[src/rtl/hazard_scoreboard.sv]
// Register-mask hazard scoreboard: holds decode on RAW/WAW conflicts with in-flight stages.
// Optional macro HAZARD_SCOREBOARD_BYPASS_EN forwards from the last stage, removing it from the RAW check.
module hazard_scoreboard #(
    parameter int NREGS       = 16,
    parameter int DEPTH       = 3,
    parameter int STALL_CNT_W = 16
) (
    input  logic                   clk,
    input  logic                   reset,
    input  logic                   id_valid,
    input  logic [NREGS-1:0]       id_req,
    input  logic [NREGS-1:0]       id_prov,
    input  logic                   flush,
    input  logic                   stat_clr,
    output logic                   stall,
    output logic                   accept,
    output logic [NREGS-1:0]       busy_mask,
    output logic [DEPTH-1:0]       stage_valid,
    output logic [NREGS-1:0]       bypass_hit,
    output logic [STALL_CNT_W-1:0] stall_cnt
);

    logic [DEPTH-1:0] valid_q;
    logic [NREGS-1:0] prov_q [DEPTH];
    logic             raw_hit;
    logic             waw_hit;

    // Only provided registers matter for hazards; a stage's read set never blocks anyone.
    always_comb begin
        raw_hit   = 1'b0;
        waw_hit   = 1'b0;
        busy_mask = '0;
        for (int i = 0; i < DEPTH; i++) begin
            if (valid_q[i]) begin
                busy_mask = busy_mask | prov_q[i];
`ifdef HAZARD_SCOREBOARD_BYPASS_EN
                if ((i != DEPTH - 1) && ((id_req & prov_q[i]) != '0))
                    raw_hit = 1'b1;
`else
                if ((id_req & prov_q[i]) != '0)
                    raw_hit = 1'b1;
`endif
                if ((id_prov & prov_q[i]) != '0)
                    waw_hit = 1'b1;
            end
        end
    end

    assign stall       = id_valid & (raw_hit | waw_hit);
    assign accept      = id_valid & ~stall & ~flush;
    assign stage_valid = valid_q;

`ifdef HAZARD_SCOREBOARD_BYPASS_EN
    assign bypass_hit = (id_valid && valid_q[DEPTH-1]) ? (id_req & prov_q[DEPTH-1]) : '0;
`else
    assign bypass_hit = '0;
`endif

    always_ff @(posedge clk or posedge reset) begin
        if (reset) begin
            valid_q <= '0;
            for (int i = 0; i < DEPTH; i++)
                prov_q[i] <= '0;
        end else if (flush) begin
            valid_q <= '0;
            for (int i = 0; i < DEPTH; i++)
                prov_q[i] <= '0;
        end else begin
            valid_q[0] <= accept;
            prov_q[0]  <= accept ? id_prov : '0;
            for (int i = 1; i < DEPTH; i++) begin
                valid_q[i] <= valid_q[i-1];
                prov_q[i]  <= prov_q[i-1];
            end
        end
    end

    always_ff @(posedge clk or posedge reset) begin
        if (reset)
            stall_cnt <= '0;
        else if (stat_clr)
            stall_cnt <= '0;
        else if (stall && !flush && (stall_cnt != '1))
            stall_cnt <= stall_cnt + 1'b1;
    end

endmodule

[config.mk]
export PLATFORM = sky130hd
export DESIGN_NAME = hazard_scoreboard
export DESIGN_NICKNAME = d
export VERILOG_FILES = /design/src/rtl/hazard_scoreboard.sv
export SDC_FILE = /design/constraint.sdc
export NUM_CORES = 1
export LEC_CHECK = 0
export ABC_AREA = 1
export CAP_MARGIN = 20
export CORE_UTILIZATION = 30
export DETAILED_ROUTE_END_ITERATION = 10
export GPL_TIMING_DRIVEN = 1
export SETUP_SLACK_MARGIN = 0.5
export SLEW_MARGIN = 0
export SYNTH_ARGS = -nofsm -noshare
export SYNTH_HDL_FRONTEND = slang
export SYNTH_SLANG_ARGS = --single-unit
[constraint.sdc]
create_clock -name clk -period 3.05 [get_ports clk]
set_clock_uncertainty 0.1 [all_clocks]
set_input_delay 0.61 -clock clk [delete_from_list [all_inputs] [get_ports clk]]
set_output_delay 0.61 -clock clk [all_outputs]
set_load 0.01 [all_outputs]
==> results of run 1 <==
[cells by family after synthesis]
| group | synth area share [%] |
|---|---|
| AND/OR/NAND/NOR | 37.3 |
| buffers and inverters | 11.8 |
| flip-flops | 43.5 |
| AO/OA/AOI/OAI | 3.86 |
| XOR/XNOR | 3.18 |
| adder cells (fa/ha/maj) | 0.325 |
| other | 0.0973 |
[path summary, 6_finish.rpt]
path                       slack, ps                     start                  endpoint  depth (start not counted)
max                              560                id_req[11]                    accept                         11
min                              420                id_prov[2]      prov_q[34]$_DFF_PP0_                          3
max reg2reg                      870  stall_cnt[0]$_DFFE_PP0P_  stall_cnt[0]$_DFFE_PP0P_                          9
min reg2reg                      430      prov_q[22]$_DFF_PP0_       prov_q[6]$_DFF_PP0_                          2
max in group asynchronous       1760                     reset  stage_valid[2]$_DFF_PP0_                          3
min in group asynchronous        460                     reset      prov_q[27]$_DFF_PP0_                          2
[layout make-up]
| cell class | count | area, um2 |
|---|---|---|
| flip-flops and latches | 67 | 1680 |
| multi-input cells | 397 | 1820 |
| clock buffers | 9 | 225 |
| well taps | 172 | 215 |
| inverters | 71 | 269 |
| fillers | 1326 | 7620 |
| repair buffers | 86 | 706 |
| clock inverters | 5 | 32.5 |
[cells in the final DEF, fill, tap and decap left out, drive strengths merged]
master	instances
nand2	211
nor2	91
inv	69
dfrtp	67
clkbuf	32
clkdlybuf4s50	27
nand3	25
nand4	17
o221ai	16
conb	16
buf	15
xor2	13
dlygate4sd2	13
clkdlybuf4s15	8
nor3	4
clkinv	4
clkinvlp	3
nor3b	1
a21oi	1
xnor2	1
ha	1
[power groups by stage]
stage,sequential (uW),clock (uW),combinational [uW]
floorplan,943,0,158
global placement,949,0,283
detailed placement,949,0,284
CTS,934,938,272
global route,935,971,303
finish,933,916,272
[layer usage]
metal | part of all wire [%] | global-route usage [%]
met3 | 5.9 | 2.32
met2 | 48 | 28.1
met1 | 45 | 22.4
met5 | 0 | 0
met4 | 1.1 | 6.15
[stage by stage]
| stage | power (uW) | TNS, ps | hold WS (ps) | setup WS [ps] |
|---|---|---|---|---|
| 4_1_cts | 2140 | 0 | 429 | 407 |
| 3_5_place_dp | 1230 | -344 | 422 | -228 |
| 6_report | 2120 | 0 | 421 | 557 |
| 2_1_floorplan | 1100 | 0 | 392 | 657 |
| 3_3_place_gp | 1230 | -365 | 417 | -234 |
| 5_1_grt | 2210 | 0 | 434 | 467 |
[timing repair]
action / 4_1_cts / 5_1_grt
setup buffers: 0 / 2
endpoints found under the setup margin: 18 / 3
hold buffers: 0 / 0
pin swaps: 4 / 35
gates resized for setup: 64 / 60
[registers in the layout (all words and copies together), names as in the netlist]
| register | flops |
|---|---|
| prov_q | 48 |
| stall_cnt | 16 |
| stage_valid | 3 |
[worst max-delay path, stage by stage]
cell	delay [ps]
dlygate4sd2_1	260
nand2_1	70
nand2_1	60
nor2_2	120
nand2_1	60
nor2_1	90
nand2_1	70
nand2_2	70
nand3_4	100
nor2_4	150
buf_6	120
==> run summary, run 1 <==
Cell Int Power = 1540 uW
vias in the first global route = 3534
Startpoint Class = input pin
total CTS buffers = 9
placed insts = 791
die width = 115 um
worst hold path type = in -> reg
Clk pin slew, worst setup/hold paths = 60 ps
Synth Flop Type = dfrtp_1
vias per inst = 4.55
non-filler instance count after layout = 807
Tot GR Track Use = 16.9%
sequential element share of the synthesized area = 43.5%
share of cells above drive strength 1 = 12.3%
I/O Pins = 90
final core utilization = 39.3%
ys async rst share = 100%
top cell type's share of synthesized area = 43.5%
Worst setup EP type = primary output
CP required = 2340 ps
Period minus WS final = 2490 ps
max-slew violations = 0
antenna violations before repair = 0
VDD IR-drop max = 0.236 mV
WS Path Type = in -> out
fin crit share = 81.8%
first-pass GRT wire length = 17200 um
Root Buffer = clkbuf_16
Area after DPL = 4760 um2
largest net degree at the start of global routing = 55
Final Wtd Congestion = 0.889
post-route cell area = 4940 um2
Switch Pwr = 579 uW
Final Hold Fails = 0
DRC viols = 0
HPWL Detailed = 7940 um
leading area contributor after synthesis = dfrtp_1
run status = completed
number of diodes = 0
Routed Wire Length = 10900 um
synth warn = 0
CP Max Fanout = 3
EDFF count, synth = 0
Antenna Nets Post-Route = 0
Post-Syn Area = 3850 um2
Clock Latency Late Sink = 320 ps
DR WL/cell = 13.5 um
Combinational Power Share = 12.8%
Initial Utilization = 30.7%
Seq cells post-synth = 67
row count = 41
Final nets = 670
total gr overflow = 0
crit path DAT = 1780 ps
Clock Path Buffers = 2
Die Y = 115 um
Setup violations, final = 0
core footprint = 12600 um2
Max Freq = 401 MHz
power per cell area = 429 nW/um2
CTS Sinks = 67
switching portion of total power = 27.3%
synth top area cells = dfrtp_1 43%, nand2_1 20%, nor2_1 8.7%, inv_1 6.6%, o221ai_1 3.6%
via count of the routed design = 3672
Yosys cell types = 26
area grow syn2layout = 28.2%
CTS tree = built
leading cell types by count after synthesis = 209 x nand2_1, 89 x nor2_1, 68 x inv_1, 67 x dfrtp_1, 23 x nand3_1
TritonRoute pass-1 iters = 4
Slew headroom = 40.9%
Seq pwr share = 44.0%
top-count cell post-synth = nand2_1
Iter 0 DRT Violations = 254
P_leak = 0.00271 uW
Max-Cap Viols = 0
IO Port Bufs = 73
worst slew pin tran = 886 ps
Die ar. = 13300 um2
clock power share = 43.2%
Cells after Synth = 551
H-tree depth = 3
RSZ-0062 raised after global routing = true
syn_area_per_cell = 7.00 um2
(Power assumes the default switching activity.)
==> run 2: changes to the inputs <==
==> constraint.sdc (replaced) <==
create_clock -name clk -period 2.2 [get_ports clk]
set_clock_uncertainty 0.1 [all_clocks]
set_input_delay 0.44 -clock clk [delete_from_list [all_inputs] [get_ports clk]]
set_output_delay 0.44 -clock clk [all_outputs]
set_load 0.01 [all_outputs]
==> run 2 against run 1 <==
Against the previous run: the run now ends with negative setup slack left; combinational power increased by 110%; first-iteration DRC count decreased by 12%; die area unchanged; power increased by 63%; worst setup slack got worse by 650 ps; critical endpoint unchanged.
==> run summary, run 2 (synthesized netlist as in run 1, its figures left out) <==
run status = finished, violations left
failing checks = negative setup slack
total gr overflow = 0 (unchanged)
Clk pin slew, worst setup/hold paths = 50 ps (about the same)
CTS Sinks = 67 (unchanged)
CTS tree = built
Startpoint Class = input pin
met1 Use GR = 23.7% (+1.3 points)
post-route cell area = 5900 um2 (+19%)
Worst Reg-to-Reg Cells = 15 (+6)
Routed Wire Length = 12400 um (+14%)
DRC viols = 0 (unchanged)
Top delay family on crit path = simple AND/OR/NAND/NOR gates
largest net degree at the start of global routing = 52 (-5.5%)
Worst R2R Setup Slack = 180 ps (-690 ps)
busiest grt layer = met2
CP Max Fanout = 4 (+1)
Iter 0 DRT Violations = 224 (-12%)
H-tree depth = 3 (unchanged)
non-filler instance count after layout = 857 (+6.2%)
via count of the routed design = 3959 (+7.8%)
Critical Path Max Stage Delay = 280 ps (+20 ps)
PnR worst setup slack = -92.3 ps (-649 ps)
fin crit share = 104%
row count = 41 (unchanged)
power per cell area = 584 nW/um2 (+36%)
clock power share = 45.9% (+2.7 points)
VDD IR-drop max = 0.333 mV (+41%)
Tot GR Track Use = 19.7% (+2.8 points)
Max-Cap Viols = 0 (unchanged)
placed insts = 801 (+1.3%)
IO Port Bufs = 73 (unchanged)
number of diodes = 0 (unchanged)
Final Hold Fails = 0 (unchanged)
DR WL/cell = 14.5 um (+7.0%)
area grow syn2layout = 53.1%
vias in the first global route = 4069 (+15%)
Die ar. = 13300 um2 (unchanged)
commonest non-fill, non-tap cell in the layout = nand2_1
critical path, cell by cell = dlygate4sd2_1 > nand2_1 > nand2_1 > nor2_2 > nand2_1 > nor2_1 > nand2_1 > nand2_2 > nand3_4 > nor2_4 > buf_6
total CTS buffers = 9 (unchanged)
grt met2 use = 33.1% (+5.0 points)
Combinational Power Share = 16.6% (+3.8 points)
switching portion of total power = 26.5% (-0.75 points)
core footprint = 12600 um2 (unchanged)
TritonRoute pass-1 iters = 4 (unchanged)
worst setup path start = id_prov[5]
P_leak = 0.00317 uW (+17%)
Seq pwr share = 37.5% (-6.5 points)
Clock Path Buffers = 2 (unchanged)
Initial Utilization = 30.7% (unchanged)
HPWL Detailed = 8230 um (+3.6%)
first-pass GRT wire length = 19900 um (+15%)
die width = 115 um (unchanged)
reg2reg end = prov_q[35]$_DFF_PP0_
Final nets = 718 (+7.2%)
Die Y = 115 um (unchanged)
Min Hold Slack = 350 ps (-70.9 ps)
Area after DPL = 4860 um2 (+1.9%)
Clock Latency Late Sink = 350 ps (+30 ps)
share of cells above drive strength 1 = 24.2% (+12 points)
max reg flops = 48 (unchanged)
Final Wtd Congestion = 0.862 (-3.0%)
Setup violations, final = 2 (+2)
antenna violations before repair = 0 (unchanged)
most frequent cells in the layout = 199 x nand2_1, 69 x nor2_1, 66 x inv_1
met3 usage = 5.17% (+2.8 points)
worst hold path type = in -> async
Cell Int Power = 2530 uW (+64%)
Antenna Nets Post-Route = 0 (unchanged)
vias per inst = 4.62 (+1.5%)
Switch Pwr = 915 uW (+58%)
Max Freq = 436 MHz
CP required = 1660 ps (-680 ps)
Worst setup EP type = primary output
Biggest register = prov_q
FF-to-FF Start = prov_q[5]$_DFF_PP0_
Root Buffer = clkbuf_16
RSZ-0062 raised after global routing = true
Post-CTS Hold Buffers = 0 (unchanged)
crit path DAT = 1750 ps (-30 ps)
WS Path Type = in -> out
slowest CP cell = dlygate4sd2_1
max-slew violations = 0 (unchanged)
Buf/Inv on CP = 2 (unchanged)
cell with the most instances on the worst path = nand2_1
I/O Pins = 90 (unchanged)
Period minus WS final = 2290 ps
Place WS = -745 ps (-517 ps)
[run 2: changes by cell type in the layout (fill, tap and decap cells not counted), sizes merged]
cell,change
dlygate4sd2,+35
bufinv,+2
clkdlybuf4s50,-23
buf,+63
clkbuf,-20
nand2,+1
clkdlybuf4s15,-8
clkinv,-1
bufbuf,+1
[run 2: worst register-to-register path, stage by stage (launching register included)]
cell and delay (ps):
dfrtp_1 390, nand2_1 60, nand2_1 100, nor2_2 150
nand2_1 70, nor2_1 100, nand2_1 70, nand2_2 80
nand3_4 110, nor2_4 150, buf_4 130, buf_6 80
buf_6 80, buf_8 120, inv_16 70, nor2_1 90
[run 2: metal layers]
metal	wire [um]	vias up
met5	0	-
met4	344	0
met3	757	27
met2	5990	122
met1	5320	1879
li1	-	1931
[run 2: final cells by class]
cell class	instances	area [um2]
Fill cell	1235	6670
Multi-Input combinational cell	398	2100
Sequential cell	67	1690
Timing Repair Buffer	133	1280
Inverter	71	293
Clock buffer	10	239
Tap cell	172	215
Clock inverter	6	88.8
[run 2: power groups by stage]
stage / Clock, uW / Combinational (uW) / Sequential [uW]
after floorplan: 0 / 229 / 1310
after global placement: 0 / 411 / 1310
after detailed placement: 0 / 415 / 1310
after CTS: 1610 / 536 / 1290
after global routing: 1670 / 622 / 1300
final: 1580 / 574 / 1290
[run 2: worst max path at each step]
| stage | to | cells past startpoint | slack, ps |
|---|---|---|---|
| after global routing | accept | 10 | -190 |
| after floorplan | stall | 11 | 360 |
| after global placement | accept | 11 | -730 |
| after detailed placement | accept | 11 | -750 |
| after CTS | accept | 10 | -60 |
| final | accept | 11 | -90 |
[run 2: what timing repair did]
action	CTS	global route
setup endpoints to repair	70	52
gates cloned	3	1
buffers inserted	27	9
pin swaps	18	20
resized for setup	211	29
[run 2: stage by stage]
| step | TNS (ps) | total power (uW) | util, % |
|---|---|---|---|
| floorplan | 0 | 1540 | - |
| global placement | -8090 | 1720 | 38.6 |
| detailed placement | -8570 | 1730 | 38.6 |
| CTS | -83.7 | 3440 | 45.4 |
| global route | -376 | 3590 | 47.0 |
| finish | -167 | 3450 | 47.0 |
==> run 3: changes to the inputs <==
--- a/config.mk
+++ b/config.mk
@@ -10,6 +10,7 @@
 export CORE_UTILIZATION = 30
 export DETAILED_ROUTE_END_ITERATION = 10
 export GPL_TIMING_DRIVEN = 1
+export HOLD_SLACK_MARGIN = 0.05
 export SETUP_SLACK_MARGIN = 0.5
 export SLEW_MARGIN = 0
 export SYNTH_ARGS = -nofsm -noshare
==> results of run 3 <==
Final layout, timing and power as in run 2 (identical DEF).
